**src/rtl/alien_march_controller.sv**
```systemverilog
// Alien formation march controller: paces horizontal steps from frame ticks,
// descends and reverses at screen edges, and flags invasion or a cleared wave.
module alien_march_controller #(
  parameter int unsigned NUM_ROWS         = 3,
  parameter int unsigned NUM_COLS         = 5,
  parameter int unsigned ALIEN_SPACING_X  = 64,
  parameter int unsigned ALIEN_SPACING_Y  = 32,
  parameter int unsigned ALIEN_WIDTH      = 32,
  parameter int unsigned ALIEN_HEIGHT     = 24,
  parameter int unsigned START_X          = 100,
  parameter int unsigned START_Y          = 50,
  parameter int unsigned SCREEN_LEFT      = 8,
  parameter int unsigned SCREEN_RIGHT     = 632,
  parameter int unsigned STEP_X           = 4,
  parameter int unsigned STEP_Y           = 16,
  parameter int unsigned MIN_PERIOD       = 2,
  parameter int unsigned PERIOD_PER_ALIEN = 2,
  parameter int unsigned INVADE_Y         = 400
) (
  input  logic                         clk,
  input  logic                         rst_n,
  input  logic                         frame_tick,
  input  logic                         enable,
  input  logic                         restart,
  input  logic [NUM_ROWS*NUM_COLS-1:0] alive_matrix,
  output logic [15:0]                  origin_x,
  output logic [15:0]                  origin_y,
  output logic                         direction,
  output logic                         step_pulse,
  output logic                         descend_pulse,
  output logic [7:0]                   period,
  output logic                         invaded,
  output logic                         cleared
);

  localparam int unsigned NUM_ALIENS = NUM_ROWS * NUM_COLS;
  localparam int unsigned CNT_W      = $clog2(NUM_ALIENS + 1);

  typedef enum logic [2:0] {
    S_WAIT,
    S_EVAL,
    S_MARCH,
    S_DESCEND,
    S_HALT
  } state_t;

  state_t state, state_next;

  logic [CNT_W-1:0] alive_count, pop;
  logic [7:0]       period_next;
  logic [7:0]       frame_cnt, frame_cnt_next;
  logic [15:0]      origin_x_next, origin_y_next;
  logic             direction_next, step_next, descend_next;
  logic             invaded_next, cleared_next;

  logic [NUM_COLS-1:0][NUM_ROWS-1:0] by_col;
  logic [NUM_ROWS-1:0][NUM_COLS-1:0] by_row;
  logic [NUM_COLS-1:0] col_occ;
  logic [NUM_ROWS-1:0] row_occ;
  logic [15:0]         lcol, rcol, brow;
  logic [15:0]         left_edge, right_edge, bottom_next;
  logic                cnt_done, tick_hit, hit_right, hit_left, invade_hit, none_alive;

  // Regroup the alive bits by column and by row for occupancy reduction
  for (genvar r = 0; r < NUM_ROWS; r++) begin : g_row
    for (genvar c = 0; c < NUM_COLS; c++) begin : g_col
      assign by_col[c][r] = alive_matrix[r*NUM_COLS+c];
      assign by_row[r][c] = alive_matrix[r*NUM_COLS+c];
    end
    assign row_occ[r] = |by_row[r];
  end
  for (genvar c = 0; c < NUM_COLS; c++) begin : g_occ
    assign col_occ[c] = |by_col[c];
  end

  // Popcount of the live formation
  always_comb begin
    pop = '0;
    for (int i = 0; i < NUM_ALIENS; i++) begin
      pop = pop + CNT_W'(alive_matrix[i]);
    end
  end

  // Occupied column/row extents of the formation
  always_comb begin
    lcol = '0;
    rcol = '0;
    brow = '0;
    for (int c = NUM_COLS - 1; c >= 0; c--) begin
      if (col_occ[c]) lcol = 16'(c);
    end
    for (int c = 0; c < NUM_COLS; c++) begin
      if (col_occ[c]) rcol = 16'(c);
    end
    for (int r = 0; r < NUM_ROWS; r++) begin
      if (row_occ[r]) brow = 16'(r);
    end
  end

  assign left_edge   = origin_x + 16'(lcol * ALIEN_SPACING_X);
  assign right_edge  = origin_x + 16'(rcol * ALIEN_SPACING_X) + 16'(ALIEN_WIDTH);
  assign bottom_next = origin_y + 16'(STEP_Y) + 16'(brow * ALIEN_SPACING_Y) + 16'(ALIEN_HEIGHT);

  assign none_alive  = (alive_count == '0);
  assign cnt_done    = ({1'b0, frame_cnt} + 9'd1) >= {1'b0, period};
  assign tick_hit    = frame_tick & enable & cnt_done;
  assign hit_right   = direction  & ((right_edge + 16'(STEP_X)) > 16'(SCREEN_RIGHT));
  assign hit_left    = ~direction & (left_edge < 16'(SCREEN_LEFT + STEP_X));
  assign invade_hit  = bottom_next >= 16'(INVADE_Y);
  assign period_next = 8'(MIN_PERIOD) + 8'(alive_count * PERIOD_PER_ALIEN);

  // State register
  always_ff @(posedge clk or negedge rst_n) begin
    if (!rst_n) state <= S_WAIT;
    else        state <= state_next;
  end

  // Next-state logic; restart overrides everything
  always_comb begin
    state_next = state;
    if (restart) begin
      state_next = S_WAIT;
    end else begin
      case (state)
        S_WAIT: begin
          if (none_alive)    state_next = S_HALT;
          else if (tick_hit) state_next = S_EVAL;
        end
        S_EVAL: begin
          if (none_alive)               state_next = S_HALT;
          else if (hit_right | hit_left) state_next = S_DESCEND;
          else                          state_next = S_MARCH;
        end
        S_MARCH:   state_next = S_WAIT;
        S_DESCEND: state_next = invade_hit ? S_HALT : S_WAIT;
        S_HALT:    state_next = S_HALT;
        default:   state_next = S_WAIT;
      endcase
    end
  end

  // Next values of the registered outputs and frame counter
  always_comb begin
    origin_x_next  = origin_x;
    origin_y_next  = origin_y;
    direction_next = direction;
    frame_cnt_next = frame_cnt;
    invaded_next   = invaded;
    cleared_next   = cleared;
    step_next      = 1'b0;
    descend_next   = 1'b0;
    if (restart) begin
      origin_x_next  = 16'(START_X);
      origin_y_next  = 16'(START_Y);
      direction_next = 1'b1;
      frame_cnt_next = '0;
      invaded_next   = 1'b0;
      cleared_next   = 1'b0;
    end else begin
      case (state)
        S_WAIT: begin
          if (none_alive) begin
            cleared_next = 1'b1;
          end else if (frame_tick && enable) begin
            frame_cnt_next = cnt_done ? 8'd0 : frame_cnt + 8'd1;
          end
        end
        S_EVAL: begin
          if (none_alive) cleared_next = 1'b1;
        end
        S_MARCH: begin
          origin_x_next = direction ? origin_x + 16'(STEP_X) : origin_x - 16'(STEP_X);
          step_next     = 1'b1;
        end
        S_DESCEND: begin
          origin_y_next  = origin_y + 16'(STEP_Y);
          direction_next = ~direction;
          descend_next   = 1'b1;
          if (invade_hit) invaded_next = 1'b1;
        end
        default: ;
      endcase
    end
  end

  // Datapath and output registers; alive_count resets to a full formation so the
  // popcount latency cannot flag a spurious clear straight out of reset
  always_ff @(posedge clk or negedge rst_n) begin
    if (!rst_n) begin
      alive_count   <= CNT_W'(NUM_ALIENS);
      period        <= 8'(MIN_PERIOD + NUM_ALIENS * PERIOD_PER_ALIEN);
      frame_cnt     <= '0;
      origin_x      <= 16'(START_X);
      origin_y      <= 16'(START_Y);
      direction     <= 1'b1;
      step_pulse    <= 1'b0;
      descend_pulse <= 1'b0;
      invaded       <= 1'b0;
      cleared       <= 1'b0;
    end else begin
      alive_count   <= pop;
      period        <= period_next;
      frame_cnt     <= frame_cnt_next;
      origin_x      <= origin_x_next;
      origin_y      <= origin_y_next;
      direction     <= direction_next;
      step_pulse    <= step_next;
      descend_pulse <= descend_next;
      invaded       <= invaded_next;
      cleared       <= cleared_next;
    end
  end

endmodule

```
**config.mk**
```make
export PLATFORM = sky130hd
export DESIGN_NAME = alien_march_controller
export DESIGN_NICKNAME = d
export VERILOG_FILES = /design/src/rtl/alien_march_controller.sv
export SDC_FILE = /design/constraint.sdc
export NUM_CORES = 1
export LEC_CHECK = 0
export BUFFER_PORTS_ARGS = -buffer_cell sky130_fd_sc_hd__buf_2
export CAP_MARGIN = 20
export CORE_ASPECT_RATIO = 1.75
export CORE_MARGIN = 2
export CORE_UTILIZATION = 42
export CTS_CLUSTER_SIZE = 25
export DETAILED_ROUTE_END_ITERATION = 10
export GPL_ROUTABILITY_DRIVEN = 0
export GPL_TIMING_DRIVEN = 0
export MAX_ROUTING_LAYER = met4
export SLEW_MARGIN = 20
export SYNTH_ARGS = -nofsm -noshare
export SYNTH_HDL_FRONTEND = slang
export SYNTH_SLANG_ARGS = --single-unit
```
**constraint.sdc**
```tcl
create_clock -name clk -period 3.3 [get_ports clk]
set_clock_uncertainty 0.1 [all_clocks]
set_input_delay 0.33 -clock clk [delete_from_list [all_inputs] [get_ports clk]]
set_output_delay 0.33 -clock clk [all_outputs]
set_load 0.01 [all_outputs]
```
==> results by group, run 1 <==
Global routing
  – Grt ovf: 0
  – First-pass GRT wire length: 19,900 µm
  – Initial antenna violation count: 0
  – Largest net degree at the start of global routing: 53
  – Vias in the first global route: 4,200
  – Gr usage total: 0.212

CTS
  – Bufs on Longest Clock Path: 2
  – H-tree depth: 2
  – Worst-Skew Late Latency: 0.30 ns
  – Worst-path clk slew: 0.07 ns
  – TritonCTS clock tree: yes
  – Clk sink count: 52
  – CTS buffer count: 5
  – Root buffer cell: clkbuf_16

Min path
  – Hold Path Class: input pin to flip-flop
  – WHS Path Cells: 2

STA
  – Setup TNS: 0 ns
  – Final worst-path setup slack: 0.0825 ns
  – Max Slew Vio Count: 0
  – Slew HR: 0.431
  – Period utilisation layout: 0.975
  – Tmin final: 3.22 ns
  – Final setup viols: 0
  – Fmax: 311 MHz
  – Fin. Hold Viols: 0
  – Unrepaired setup endpoints after global routing: false
  – Worst-margin pin slew: 0.845 ns

Critical path
  – CP Class: input pin to flip-flop
  – Most used cell, CP: fa_1
  – FF-to-FF path depth: 9
  – Delay-heaviest family, CP: adder cells
  – CP arrival: 3.36 ns
  – CP Depth: 9
  – Startpoint Class: input pin
  – CP max FO: 3
  – WP data required: 3.44 ns
  – Critical Path End Type: flip-flop
  – Crit-path cells: buf_2, inv_2, fa_1, fa_1, fa_1, fa_1, inv_2, fa_2, fa_2
  – CP Buf/Inv Count: 3
  – Max incr delay on CP: 0.54 ns
  – Critical-path top delay cell: fa_1

Yosys
  – Share of flip-flops with an asynchronous set or reset: 1.00
  – Synth Register Bits: 52
  – Main synth FF type: dfrtp_1
  – Distinct cell type count after synthesis: 69
  – EDFF count, synth: 0
  – Post-Synthesis Cells: 535
  – Synth warnings: 0
  – Synth Area per Inst: 8.53 µm²
  – Register area share after synthesis: 0.288
  – Syn Std Cell Area: 0.00456 mm²

Cells and area
  – Final Instance Area: 0.00525 mm²
  – Antenna Cells: 0
  – Share of cells above drive strength 1: 0.190
  – Nets@finish: 676
  – Final core area utilization: 0.494
  – Synthesis-to-finish area growth: 15.0%

Power and ir drop
  – PwrDens: 420 mW/mm²
  – Sw Pwr: 820 µW
  – Gate power share: 0.358
  – Sw Ratio: 0.372
  – Lkg Pwr: 0.00249 µW
  – Sequential share of power: 0.393
  – Clock share of power: 0.249
  – Internal: 1380 µW
  – Peak supply drop: 0.000220 V

Drt
  – Post-route DRC: 0
  – DRT Wirelength: 12,100 µm
  – Antenna-violating nets left: 0
  – DR pass1 iterations: 4
  – Initial DRC count: 187
  – Routed vias/inst: 5.65
  – Average wire per standard cell: 16.3 µm
  – Via count: 4,186

Placement
  – HPWL Detailed: 9360 µm
  – Input/output buffers: 56
  – DP Area: 0.00505 mm²
  – Placement Setup Slack: -0.285 ns

Die
  – Die Ht: 142 µm
  – Die width: 82.8 µm
  – Ports: 65
  – Core area: 0.0106 mm²
  – Die Footprint: 0.0118 mm²
  – Row cnt: 50
  – Initial core utilization: 0.429

Flow run
  – Max_cap viols: 0

Outcome
  – Outcome: complete, no violations
## cells in the final DEF (no fill, tap or decap), drive strengths merged, types with 10 or more instances in the layout
master  count
a211oi     10
a21o       10
a21oi      27
and3       10
buf        75
clkbuf     23
dfrtp      40
dfstp      12
fa         12
ha         34
inv        41
nand2      47
nand3      26
nor2       42
nor3       15
o21ai      22
xnor2      19
xor2       14
## worst paths after layout
| check | start | end | slack [ns] |
|---|---|---|---|
| worst max register to register | direction | origin_x[14] | 0.27 |
| worst max-delay path | alive_matrix[7] | alive_count[1] | 0.08 |
| worst min register to register | alive_count[0] | period[1] | 0.41 |
| max in group asynchronous | rst_n | origin_x[12] | 2.11 |
| worst min-delay path | alive_matrix[4] | alive_count[0] | 0.30 |
| min in group asynchronous | rst_n | origin_x[7] | 0.50 |
## power groups by stage
| stage | Combinational (µW) | Sequential (µW) | Clock [µW] |
|---|---|---|---|
| 2_1_floorplan | 529 | 863 | 0 |
| 4_1_cts | 794 | 867 | 557 |
| 5_1_grt | 893 | 879 | 583 |
| 3_5_place_dp | 790 | 878 | 0 |
| 3_3_place_gp | 772 | 876 | 0 |
| 6_report | 789 | 866 | 549 |
## through the flow
| step | cells | hold WS [ns] | power, µW |
|---|---|---|---|
| final | 741 | 0.300 | 2200 |
| after global routing | 741 | 0.315 | 2360 |
| after CTS | 737 | 0.306 | 2220 |
| after detailed placement | 728 | 0.320 | 1670 |
| after global placement | 728 | 0.395 | 1650 |
| after floorplan | 542 | -0.0656 | 1390 |
## timing repair
item,CTS,global route
hold endpoints to repair,1,0
buffers inserted,0,4
hold buffers,1,0
gates resized for setup,0,9
setup endpoints to repair,0,5
## cell families (layout without fill, tap and decap cells)
kind of cell / Yosys count / after routing / share of synthesized area
DFF: 52 / 52 / 0.288
xor gates and xnor gates: 33 / 33 / 0.0633
and+or+nand+nor: 204 / 204 / 0.235
buffers and inverters: 74 / 143 / 0.0691
AOI/OAI and AO/OA: 117 / 117 / 0.180
adders and majority gates: 47 / 47 / 0.148
muxes: 7 / 7 / 0.0156
other: 1 / 8 / 0.000822
## state kept, by name (all words and copies together), names as in the netlist, 3 cells and up
signal,count
origin_x,14
period,5
origin_y,13
frame_cnt,8
state,3
alive_count,4
## cell usage after synthesis (all sizes together), types with 8 or more instances
library cell	count	area share
nor4	8	0.011
fa	12	0.053
a21o	10	0.016
nor2	42	0.035
a211oi	10	0.018
inv	41	0.034
o21ai	22	0.024
ha	34	0.093
xnor2	19	0.036
nor4b	8	0.015
a21oi	27	0.030
clkbuf	18	0.015
xor2	14	0.027
dfrtp	40	0.22
dfstp	12	0.069
or4	8	0.014
nand3	26	0.029
nand2	47	0.039
nor3	15	0.020
buf	15	0.021
and3	10	0.014
## routing by layer
metal,track usage,up-vias,routed length [µm]
met5,-,-,0
met4,0.0613,0,195
met3,0.0134,15,307
met2,0.428,77,6960
met1,0.215,2034,4600
li1,-,2060,-
## worst register-to-register path: cells and delay by family (launching register included)
| family | cells | cell delay [ns] |
|---|---|---|
| buffers and inverters | 1 | 0.24 |
| adder cells (fa/ha/maj) | 1 | 0.39 |
| AO/OA/AOI/OAI | 3 | 0.64 |
| flip-flops | 1 | 0.68 |
| AND/OR/NAND/NOR | 4 | 0.93 |
## area by class of cell
cell class | instances | area [µm²]
Multi-Input combinational cell | 416 | 2960
Inverter | 41 | 165
Tap cell | 130 | 163
Sequential cell | 52 | 1320
Clock buffer | 5 | 125
Timing Repair Buffer | 61 | 332
Buffer | 33 | 163
Fill cell | 1066 | 5390
Clock inverter | 3 | 22.5
(Power assumes the default switching activity.)
==> inputs of run 2 (changes only) <==
- CORE_ASPECT_RATIO: 1.75 -> 0.5
==> run 2 against run 1 <==
Combinational power decreased by 2%. Utilization increased by 1.7 points. Fmax increased by 0.27%. Largest power group unchanged. Critical endpoint unchanged. Highest routed layer unchanged. First-iteration DRC count increased by 28%.
==> results by group, run 2 (synthesis results as in run 1) <==
Critical path
  – Critical-path top delay cell: fa_1 (unchanged)
  – Crit-path cells: buf_4, inv_8, fa_1, fa_1, fa_1, fa_1, inv_1, fa_2, fa_2 (was buf_2, inv_2, fa_1, fa_1, fa_1, fa_1, inv_2, fa_2, fa_2)
  – Most used cell, CP: fa_1 (unchanged)
  – CP max FO: 4 (was 3)
  – Critical Path End Type: flip-flop (unchanged)
  – CP Class: input pin to flip-flop (unchanged)
  – WP data required: 3.44 ns (about the same)
  – Delay-heaviest family, CP: adder cells (unchanged)
  – Reg2reg start: origin_y[4] (was direction)
  – CP arrival: 3.35 ns (was 3.36 ns)
  – CP Buf/Inv Count: 3 (unchanged)
  – Critical path startpoint: alive_matrix[5] (was alive_matrix[7])
  – Startpoint Class: input pin (unchanged)
  – Max incr delay on CP: 0.55 ns (was 0.54 ns)

Power and ir drop
  – Sw Ratio: 0.348 (was 0.372)
  – Sequential share of power: 0.381 (was 0.393)
  – Gate power share: 0.346 (was 0.358)
  – Lkg Pwr: 0.00250 µW (was 0.00249 µW)
  – Peak supply drop: 0.000207 V (was 0.000220 V)
  – Clock share of power: 0.273 (was 0.249)
  – PwrDens: 423 mW/mm² (was 420 mW/mm²)
  – Sw Pwr: 780 µW (was 820 µW)
  – Internal: 1460 µW (was 1380 µW)

Cells and area
  – Antenna Cells: 0 (unchanged)
  – Commonest non-fill, non-tap cells in the layout: buf_2 (60), nand2_1 (47), nor2_1 (42) (was buf_2 (59), nand2_1 (47), nor2_1 (42))
  – Synthesis-to-finish area growth: 16.0% (was 15.0%)
  – Nets@finish: 678 (was 676)
  – Reg area: 0.00132 mm² (unchanged)
  – Commonest non-fill, non-tap cell in the layout: buf_2 (unchanged)
  – Largest Register: origin_x (unchanged)
  – Multi-input gate area: 0.00296 mm² (unchanged)
  – Share of cells above drive strength 1: 0.191 (was 0.190)
  – Layout filler cell count: 1,039 (was 1,066)
  – Finished Layout Cells: 753 (was 741)
  – Max reg flops: 14 (unchanged)
  – Biggest regs: origin_x (14), origin_y (13), frame_cnt (8) (unchanged)

Global routing
  – Largest net degree at the start of global routing: 53 (unchanged)
  – First-pass GRT wire length: 19,500 µm (was 19,900 µm)
  – Grt ovf: 0 (unchanged)
  – Initial antenna violation count: 0 (unchanged)
  – Gr usage total: 0.213 (was 0.212)
  – Vias in the first global route: 3,984 (was 4,200)

Outcome
  – Outcome: complete, no violations (unchanged)

Flow run
  – Max_cap viols: 0 (unchanged)

Die
  – Die Ht: 77.7 µm (was 142 µm)
  – Die Footprint: 0.0118 mm² (about the same)
  – Ports: 65 (unchanged)
  – Row cnt: 26 (was 50)
  – Initial core utilization: 0.440 (was 0.429)
  – Die width: 151 µm (was 82.8 µm)
  – Core area: 0.0104 mm² (was 0.0106 mm²)

STA
  – Fin. Hold Viols: 0 (unchanged)
  – Unrepaired setup endpoints after global routing: false (unchanged)
  – Setup TNS: 0 ns (unchanged)
  – Worst-margin pin slew: 0.705 ns (was 0.845 ns)
  – Final setup viols: 0 (unchanged)
  – Final worst-path setup slack: 0.0910 ns (was 0.0825 ns)
  – Max Slew Vio Count: 0 (unchanged)
  – Slew HR: 0.526 (was 0.431)
  – Tmin final: 3.21 ns (was 3.22 ns)
  – Period utilisation layout: 0.972 (was 0.975)
  – Fmax: 312 MHz (was 311 MHz)

Drt
  – Post-route DRC: 0 (unchanged)
  – DRT Wirelength: 11,200 µm (was 12,100 µm)
  – Routed vias/inst: 5.41 (was 5.65)
  – Initial DRC count: 240 (was 187)
  – Via count: 4,073 (was 4,186)
  – DR pass1 iterations: 5 (was 4)
  – Antenna-violating nets left: 0 (unchanged)
  – Average wire per standard cell: 14.9 µm (was 16.3 µm)

CTS
  – H-tree depth: 2 (unchanged)
  – Worst-Skew Late Latency: 0.30 ns (about the same)
  – Worst-path clk slew: 0.08 ns (was 0.07 ns)
  – CTS buffer count: 5 (unchanged)
  – Bufs on Longest Clock Path: 2 (unchanged)
  – TritonCTS clock tree: yes (unchanged)
  – Clk sink count: 52 (unchanged)
  – Root buffer cell: clkbuf_16 (unchanged)

Min path
  – Hold Crit Start: enable (was alive_matrix[4])
  – Hold Path Class: input pin to flip-flop (unchanged)

Placement
  – Dpl cells: 738 (was 728)
  – HPWL Detailed: 8540 µm (was 9360 µm)
  – Input/output buffers: 56 (unchanged)
  – Placement Setup Slack: -0.272 ns (was -0.285 ns)
run 2: timing repair:
action	4_1_cts	5_1_grt
hold buffers	1	0
setup buffers	0	6
gates resized for setup	0	6
setup endpoints to repair	0	5
hold endpoints to repair	11	0
run 2: power by group through the flow:
| stage | clock, µW | sequential [µW] | combinational [µW] |
|---|---|---|---|
| floorplan | 0 | 863 | 529 |
| global placement | 0 | 862 | 763 |
| detailed placement | 0 | 863 | 764 |
| CTS | 628 | 853 | 775 |
| global route | 660 | 867 | 897 |
| finish | 612 | 853 | 775 |
run 2: cell type report:
type,instances,share of cell area
multi-input cells,416,0.560
flip-flops and latches,52,0.249
repair buffers,63,0.0643
well taps,140,0.0331
inverters,41,0.0312
plain buffers,33,0.0307
clock buffers,5,0.0236
clock inverters,3,0.00874
run 2: worst register-to-register path, cell delays in order, from the launching register on:
cell and delay [ns]:
dfstp_2 0.63, ha_1 0.19, clkbuf_2 0.21, xor2_1 0.10, ha_1 0.34, nor4b_1 0.36, o211a_4 0.25, nor3_4 0.05
mux2i_1 0.12, o211a_1 0.22, a31oi_2 0.19, o311ai_1 0.13
run 2: final timing paths:
path	to	slack (ns)	cells past startpoint
max	alive_count[1]	0.09	9
min	state[0]	0.30	4
max reg2reg	state[2]	0.28	11
min reg2reg	period[1]	0.40	1
max in group asynchronous	origin_x[7]	2.12	2
min in group asynchronous	origin_y[6]	0.51	2
run 2: per-stage QoR:
step	utilization	area [µm²]	hold slack, ns	total power [µW]
6_report	0.510	5300	0.303	2240
5_1_grt	0.510	5300	0.316	2430
4_1_cts	0.505	5240	0.301	2260
3_5_place_dp	0.488	5060	0.319	1630
3_3_place_gp	0.487	5060	0.375	1620
2_1_floorplan	-	4600	-0.0656	1390
run 2: per-layer routing:
metal,global-route usage,share of wire,vias to the layer above
met1,0.298,0.50,1948
li1,-,-,2060
met5,-,0,-
met4,0.0346,0.0045,0
met3,0.0324,0.047,4
met2,0.335,0.45,61
